<file path="src/rtl/rx_fifo_ctrl_if.sv">
// Push/pop/level bundle between the RX sequencing controller and the RX FIFO storage.
interface rx_fifo_ctrl_if #(
    parameter int DEPTH_W = 5
);
    logic               wr_en;
    logic [10:0]        wr_data;
    logic               rd_en;
    logic [10:0]        rd_data;
    logic [DEPTH_W:0]   level;

    modport master (
        output wr_en,
        output wr_data,
        output rd_en,
        input  rd_data,
        input  level
    );

    modport slave (
        input  wr_en,
        input  wr_data,
        input  rd_en,
        output rd_data,
        output level
    );
endinterface

</file>
<file path="src/rtl/rx_fifo_ctrl.sv">
// UART RX FIFO sequencing: push/overrun, 3-cycle pop handshake, sticky line errors, RX interrupt.
// Optional character timeout is compiled in when RX_TIMEOUT_EN is defined.
module rx_fifo_ctrl #(
    parameter int DEPTH_W  = 5,
    parameter int TO_CHARS = 4
) (
    input  logic                clk,
    input  logic                reset,
    input  logic                i_rx_valid,
    input  logic [10:0]         i_rx_data,
    rx_fifo_ctrl_if.master      io_fifo,
    input  logic                i_rd_req,
    output logic [7:0]          o_rd_data,
    output logic                o_rd_valid,
    input  logic [DEPTH_W:0]    i_thresh,
    input  logic                i_char_tick,
    input  logic                i_err_clr,
    output logic                o_data_ready,
    output logic                o_overrun,
    output logic                o_pe,
    output logic                o_fe,
    output logic                o_bi,
    output logic                o_timeout,
    output logic                o_irq_rx
);
    localparam int DEPTH = 2**DEPTH_W;

    typedef enum logic [1:0] {
        ST_IDLE,
        ST_POP,
        ST_CAPT,
        ST_DONE
    } state_t;

    // ---------------- push path ----------------
    logic                   r_wr_en;
    logic [10:0]            r_wr_data;
    logic [DEPTH_W+1:0]     w_occupancy;
    logic                   w_full;
    logic                   w_push_ok;
    logic                   w_overrun_set;

    // A push still sitting in r_wr_en is not yet in the level, so count it here.
    assign w_occupancy   = {1'b0, io_fifo.level} + {{(DEPTH_W+1){1'b0}}, r_wr_en};
    assign w_full        = (w_occupancy >= (DEPTH_W+2)'(DEPTH));
    assign w_push_ok     = i_rx_valid & ~w_full;
    assign w_overrun_set = i_rx_valid & w_full;

    always_ff @(posedge clk or posedge reset) begin
        if (reset) begin
            r_wr_en   <= 1'b0;
            r_wr_data <= '0;
        end else begin
            r_wr_en <= w_push_ok;
            if (w_push_ok)
                r_wr_data <= i_rx_data;
        end
    end

    assign io_fifo.wr_en   = r_wr_en;
    assign io_fifo.wr_data = r_wr_data;

    // ---------------- pop FSM ----------------
    state_t         r_state;
    state_t         w_state_next;
    logic           r_empty;
    logic           w_rd_en;
    logic           w_rd_valid;
    logic           w_capture;
    logic [7:0]     r_rd_data;

    always_ff @(posedge clk or posedge reset) begin
        if (reset)
            r_state <= ST_IDLE;
        else
            r_state <= w_state_next;
    end

    always_comb begin
        w_state_next = r_state;
        w_rd_en      = 1'b0;
        w_rd_valid   = 1'b0;
        w_capture    = 1'b0;
        case (r_state)
            ST_IDLE: begin
                if (i_rd_req)
                    w_state_next = ST_POP;
            end
            ST_POP: begin
                w_rd_en      = ~r_empty;
                w_state_next = ST_CAPT;
            end
            ST_CAPT: begin
                w_capture    = 1'b1;
                w_state_next = ST_DONE;
            end
            ST_DONE: begin
                w_rd_valid   = 1'b1;
                w_state_next = ST_IDLE;
            end
            default: w_state_next = ST_IDLE;
        endcase
    end

    // Emptiness is frozen at request time so the read latency never depends on later pushes.
    always_ff @(posedge clk or posedge reset) begin
        if (reset) begin
            r_empty   <= 1'b0;
            r_rd_data <= '0;
        end else begin
            if (r_state == ST_IDLE && i_rd_req)
                r_empty <= (io_fifo.level == '0);
            if (w_capture)
                r_rd_data <= r_empty ? 8'h00 : io_fifo.rd_data[7:0];
        end
    end

    assign io_fifo.rd_en = w_rd_en;
    assign o_rd_data     = r_rd_data;
    assign o_rd_valid    = w_rd_valid;

    // ---------------- sticky flags ----------------
    logic [2:0] r_line_err;
    logic [2:0] w_line_set;
    logic       r_overrun;

    // Bits 8/9/10 of the popped word map to pe/fe/bi; a set beats a same-cycle clear.
    generate
        for (genvar gi = 0; gi < 3; gi++) begin : g_line_err
            assign w_line_set[gi] = w_capture & ~r_empty & io_fifo.rd_data[8+gi];

            always_ff @(posedge clk or posedge reset) begin
                if (reset)
                    r_line_err[gi] <= 1'b0;
                else
                    r_line_err[gi] <= w_line_set[gi] | (r_line_err[gi] & ~i_err_clr);
            end
        end
    endgenerate

    always_ff @(posedge clk or posedge reset) begin
        if (reset)
            r_overrun <= 1'b0;
        else
            r_overrun <= w_overrun_set | (r_overrun & ~i_err_clr);
    end

    assign o_overrun = r_overrun;
    assign o_pe      = r_line_err[0];
    assign o_fe      = r_line_err[1];
    assign o_bi      = r_line_err[2];

    // ---------------- character timeout ----------------
    logic w_timeout;

`ifdef RX_TIMEOUT_EN
    localparam int TO_W = $clog2(TO_CHARS + 1);

    logic [TO_W-1:0]    r_to_cnt;
    logic [TO_W-1:0]    w_to_cnt_next;
    logic               r_timeout;
    logic               w_to_restart;

    assign w_to_restart = i_rx_valid | i_rd_req;

    always_comb begin
        w_to_cnt_next = r_to_cnt;
        if (w_to_restart || io_fifo.level == '0)
            w_to_cnt_next = '0;
        else if (i_char_tick && r_to_cnt != TO_W'(TO_CHARS))
            w_to_cnt_next = r_to_cnt + TO_W'(1);
    end

    // The flag outlives the counter: draining the FIFO does not clear it, only new activity does.
    always_ff @(posedge clk or posedge reset) begin
        if (reset) begin
            r_to_cnt  <= '0;
            r_timeout <= 1'b0;
        end else begin
            r_to_cnt <= w_to_cnt_next;
            if (w_to_restart)
                r_timeout <= 1'b0;
            else if (w_to_cnt_next == TO_W'(TO_CHARS))
                r_timeout <= 1'b1;
        end
    end

    assign w_timeout = r_timeout;
`else
    logic w_unused_char_tick;

    assign w_unused_char_tick = i_char_tick;
    assign w_timeout          = 1'b0;
`endif

    assign o_timeout = w_timeout;

    // ---------------- level status / interrupt ----------------
    logic r_data_ready;
    logic r_irq_rx;
    logic w_level_hit;

    assign w_level_hit = (i_thresh != '0) && (io_fifo.level >= i_thresh);

    always_ff @(posedge clk or posedge reset) begin
        if (reset) begin
            r_data_ready <= 1'b0;
            r_irq_rx     <= 1'b0;
        end else begin
            r_data_ready <= (io_fifo.level != '0);
            r_irq_rx     <= w_level_hit | w_timeout | r_overrun;
        end
    end

    assign o_data_ready = r_data_ready;
    assign o_irq_rx     = r_irq_rx;

endmodule
</file>
<file path="src/flat_wrapper.sv">
// flat-port wrapper written by rule: the top's interface ports become plain ports
module rx_fifo_ctrl_flat 
#(
    parameter int DEPTH_W  = 5,
    parameter int TO_CHARS = 4
)
  (clk, reset, i_rx_valid, i_rx_data, i_rd_req, o_rd_data, o_rd_valid, i_thresh, i_char_tick, i_err_clr, o_data_ready, o_overrun, o_pe, o_fe, o_bi, o_timeout, o_irq_rx, io_fifo_wr_en, io_fifo_wr_data, io_fifo_rd_en, io_fifo_rd_data, io_fifo_level);
  rx_fifo_ctrl_if #(.DEPTH_W(DEPTH_W)) io_fifo_i ();
  input  logic clk;
  input  logic reset;
  input  logic i_rx_valid;
  input  logic [10:0] i_rx_data;
  input  logic i_rd_req;
  output logic [7:0] o_rd_data;
  output logic o_rd_valid;
  input  logic [DEPTH_W:0] i_thresh;
  input  logic i_char_tick;
  input  logic i_err_clr;
  output logic o_data_ready;
  output logic o_overrun;
  output logic o_pe;
  output logic o_fe;
  output logic o_bi;
  output logic o_timeout;
  output logic o_irq_rx;
  output wire logic [$bits(io_fifo_i.wr_en)-1:0] io_fifo_wr_en;
  output wire logic [$bits(io_fifo_i.wr_data)-1:0] io_fifo_wr_data;
  output wire logic [$bits(io_fifo_i.rd_en)-1:0] io_fifo_rd_en;
  input wire logic [$bits(io_fifo_i.rd_data)-1:0] io_fifo_rd_data;
  input wire logic [$bits(io_fifo_i.level)-1:0] io_fifo_level;
  assign io_fifo_wr_en = io_fifo_i.wr_en;
  assign io_fifo_wr_data = io_fifo_i.wr_data;
  assign io_fifo_rd_en = io_fifo_i.rd_en;
  assign io_fifo_i.rd_data = io_fifo_rd_data;
  assign io_fifo_i.level = io_fifo_level;
  rx_fifo_ctrl #(.DEPTH_W(DEPTH_W), .TO_CHARS(TO_CHARS)) u_core (.clk(clk), .reset(reset), .i_rx_valid(i_rx_valid), .i_rx_data(i_rx_data), .io_fifo(io_fifo_i), .i_rd_req(i_rd_req), .o_rd_data(o_rd_data), .o_rd_valid(o_rd_valid), .i_thresh(i_thresh), .i_char_tick(i_char_tick), .i_err_clr(i_err_clr), .o_data_ready(o_data_ready), .o_overrun(o_overrun), .o_pe(o_pe), .o_fe(o_fe), .o_bi(o_bi), .o_timeout(o_timeout), .o_irq_rx(o_irq_rx));
endmodule
</file>
<file path="config.mk">
export PLATFORM = sky130hd
export DESIGN_NAME = rx_fifo_ctrl_flat
export DESIGN_NICKNAME = d
export VERILOG_FILES = /design/src/rtl/rx_fifo_ctrl_if.sv /design/src/rtl/rx_fifo_ctrl.sv /design/src/flat_wrapper.sv
export SDC_FILE = /design/constraint.sdc
export NUM_CORES = 1
export LEC_CHECK = 0
export CAP_MARGIN = 20
export CORE_ASPECT_RATIO = 1.2
export CORE_MARGIN = 2
export CORE_UTILIZATION = 38
export CTS_BUF_LIST = sky130_fd_sc_hd__clkbuf_8
export CTS_CLUSTER_SIZE = 12
export DETAILED_ROUTE_END_ITERATION = 10
export PLACE_DENSITY = 0.8
export SLEW_MARGIN = 20
export SYNTH_ARGS = -nofsm -noshare
export SYNTH_HDL_FRONTEND = slang
export SYNTH_SLANG_ARGS = --single-unit
</file>
<file path="constraint.sdc">
create_clock -name clk -period 1.76 [get_ports clk]
set_input_delay 0.264 -clock clk [delete_from_list [all_inputs] [get_ports clk]]
set_output_delay 0.264 -clock clk [all_outputs]
set_load 0.02 [all_outputs]
</file>
==> flow_summary_export.csv <==
group,metric,value,unit
worst_setup_path,critPathMaxFanout,9,
synthesis,synth_cell_types,28,
worst_setup_path,critical_path.top_delay_family,"flip-flops",
sta,grt_setup_unrepaired,"true",
clock_network,clk_latency,0.27,ns
global_route,grt_max_degree,30,
placed_design,postPlaceCellArea,0.00238,mm²
worst_setup_path,arrival,2.01,ns
cells_and_area,fin_util,68.2,%
worst_setup_path,crit_path_end_kind,"flip-flop",
cells_and_area,fillers,306,
detailed_routing,vias,1306,
power_and_ir_drop,p_leak,1.13,nW
cells_and_area,diodes,0,
global_route,grt_first_pass_wirelength,5.34,mm
cells_and_area,final_common_cell,"clkdlybuf4s50_1",
cells_and_area,largest_register_ffs,11,
worst_setup_path,crit_type,"flip-flop to flip-flop",
sta,drv_slew,0,
synthesis,synthArstFlopShare,100,%
synthesis,synth_edf_count,0,
detailed_routing,drc,0,
synthesis,syn_area,0.00147,mm²
cells_and_area,drive_gt1_share,18.3,%
sta,fin_ws,-0.0955,ns
sta,fmax,539,MHz
placed_design,dp.final_hpwl,2.59,mm
outcome,violations,"negative setup slack",
sta,post-route-period-util,105,%
floorplan,core_area,0.00366,mm²
synthesis,yosysTopAreaCell,"dfrtp_1",
sta,setup_violations,8,
synthesis,ys_warn_count,0,
floorplan,die_h,72.1,µm
sta,fin_crit,1.86,ns
clock_network,cts_max_level,2,
clock_network,cts_tree,"built",
cells_and_area,areaGrowthSynthToFinish,70.2,%
worst_setup_path,cp_num_buf_inv,1,
worst_setup_path,slowest_stage,"dfrtp_2",
clock_network,cts_max_path_buffers,2,
synthesis,syn_nets,195,
clock_network,clkSinkCount,29,
global_route,track_usage,16.3,%
detailed_routing,routedWlPerCell,11.6,µm
detailed_routing,dr.pass1.iters,3,
power_and_ir_drop,peakVddDrop,0.744,mV
clock_network,cts_root_buf,"clkbuf_8",
global_route,grt-ovfl-total,0,
detailed_routing,drtAntennaViolNets,0,
floorplan,die_w,60.8,µm
synthesis,synth.top_cell.area_share,49.4,%
cells_and_area,final_cell_area,0.00250,mm²
clock_network,cts_made_buffers,5,
synthesis,syn_inst,142,
global_route,grt_pass1_vias,1270,
floorplan,io_pins,69,
detailed_routing,routed_wl,3.28,mm
synthesis,synth_area_per_cell,10.3,µm²
floorplan,fp-row-count,24,
synthesis,ys_seq_area_share,49.4,%
worst_setup_path,path_common_cell,"ha_4",
outcome,status,"finished, violations left",
run,max_cap_viol_count,0,
synthesis,ys.flop_type,"dfrtp_1",
worst_setup_path,max_stage_delay,0.43,ns
cells_and_area,final_cell_mix,"clkdlybuf4s50_1 (64), dfrtp_1 (28), inv_1 (22), buf_4 (17), nand2_1 (15)",
worst_setup_path,start_kind,"flip-flop",
worst_setup_path,required,1.92,ns
clock_network,clk_pin_slew_worst_paths,0.06,ns
floorplan,dieArea,0.00438,mm²
detailed_routing,viasPerCell,4.63,
placed_design,numPortBuffers,66,
sta,skew,0.00345,ns
clock_network,cts_setup_buffers,0,
worst_setup_path,cp_cell_sequence,"ha_4 -> ha_4 -> or3_4 -> a21oi_4 -> buf_12 -> mux2_4",
floorplan,start_util,40.1,%
power_and_ir_drop,power_density,1150,mW/mm²
synthesis,synth_seq_cells,29,
cells_and_area,final_nets,282,
hold_path,holdCritPathClass,"input pin to async pin",
sta,hold_violations,0,
detailed_routing,drtIter0Drc,27,
placed_design,gpl.final_weighted_congestion,0.802,
global_route,antenna_found_initial,0,
synthesis,synth_area_leaders,"dfrtp_1 (49%), ha_1 (11%), mux2_2 (6.9%)",
## through the flow
step | std cells | setup TNS (ns) | hold WS [ns] | setup slack [ns] | total power (W)
2_1_floorplan | 142 | -1.40 | 0.342 | -0.158 | 0.00163
3_3_place_gp | 274 | -4.78 | 0.498 | -0.404 | 0.00220
3_5_place_dp | 274 | -5.04 | 0.493 | -0.429 | 0.00224
4_1_cts | 282 | -0.758 | 0.361 | -0.103 | 0.00292
5_1_grt | 282 | -1.10 | 0.386 | -0.140 | 0.00309
6_report | 282 | -0.736 | 0.353 | -0.0955 | 0.00288
## final timing paths
path,start,to,slack (ns),cells after the start
max reg2reg,u_core.io_fifo.wr_en,u_core.io_fifo.wr_data[10],-0.1,6
min in group clk,u_core.io_fifo.wr_data[9],u_core.io_fifo.wr_data[9],0.52,1
min reg2reg,u_core.io_fifo.wr_data[9],u_core.io_fifo.wr_data[9],0.52,1
max,u_core.io_fifo.wr_en,u_core.io_fifo.wr_data[10],-0.1,6
min,reset,u_core.io_fifo.wr_data[10],0.35,3
max in group asynchronous,reset,u_core.io_fifo.wr_en,1.12,3
## kinds of logic after synthesis
kind of cell	count (synthesis)	synth area share, %
AO/OA/AOI/OAI	32	13.5
flip-flops	29	49.4
other	1	0.255
multiplexers	12	8.94
adder cells (fa/ha/maj)	13	11.1
buffers and inverters	25	6.64
AND/OR/NAND/NOR	30	10.1
## worst min-delay path, delay by kind of cell
kind / cells / cell delay [ns]
buffers and inverters: 3 / 0.77
## where the power goes
part	switching [W]	internal, W
Sequential	0.000109	0.000862
Combinational	0.000602	0.000625
Clock	0.000228	0.000455
## cells in the mapped netlist (2+ instances only)
library cell,count
nor4_1,3
o22ai_1,3
mux2_2,9
nor2_1,2
inv_1,21
o21ai_0,16
nand2_1,15
clkbuf_1,3
dfrtp_1,29
a21oi_1,5
nor2b_1,4
mux2i_1,3
ha_1,13
nor3_1,2
## area by class of cell
cell class                      count  area (µm²)  share of cell area, %
Clock inverter                      2        33.8                   1.35
Tap cell                           52        65.1                   2.60
Sequential cell                    29         727                   29.1
Multi-Input combinational cell     88         707                   28.3
Timing Repair Buffer               84         806                   32.2
Clock buffer                        6        82.6                   3.30
Inverter                           21        78.8                   3.15
## layer usage
layer | share of wire [%] | global-route usage (%)
met1 | 42 | 19.4
met2 | 49 | 27.2
met3 | 8.5 | 5.88
met4 | 1.3 | 5.07
met5 | 0 | 0
## repair_timing
| item | in CTS | in global routing |
|---|---|---|
| resized for setup | 4 | 0 |
| endpoints found under the setup margin | 12 | 9 |
| hold buffers | 0 | 0 |
Power figures use the tool's default switching activity.
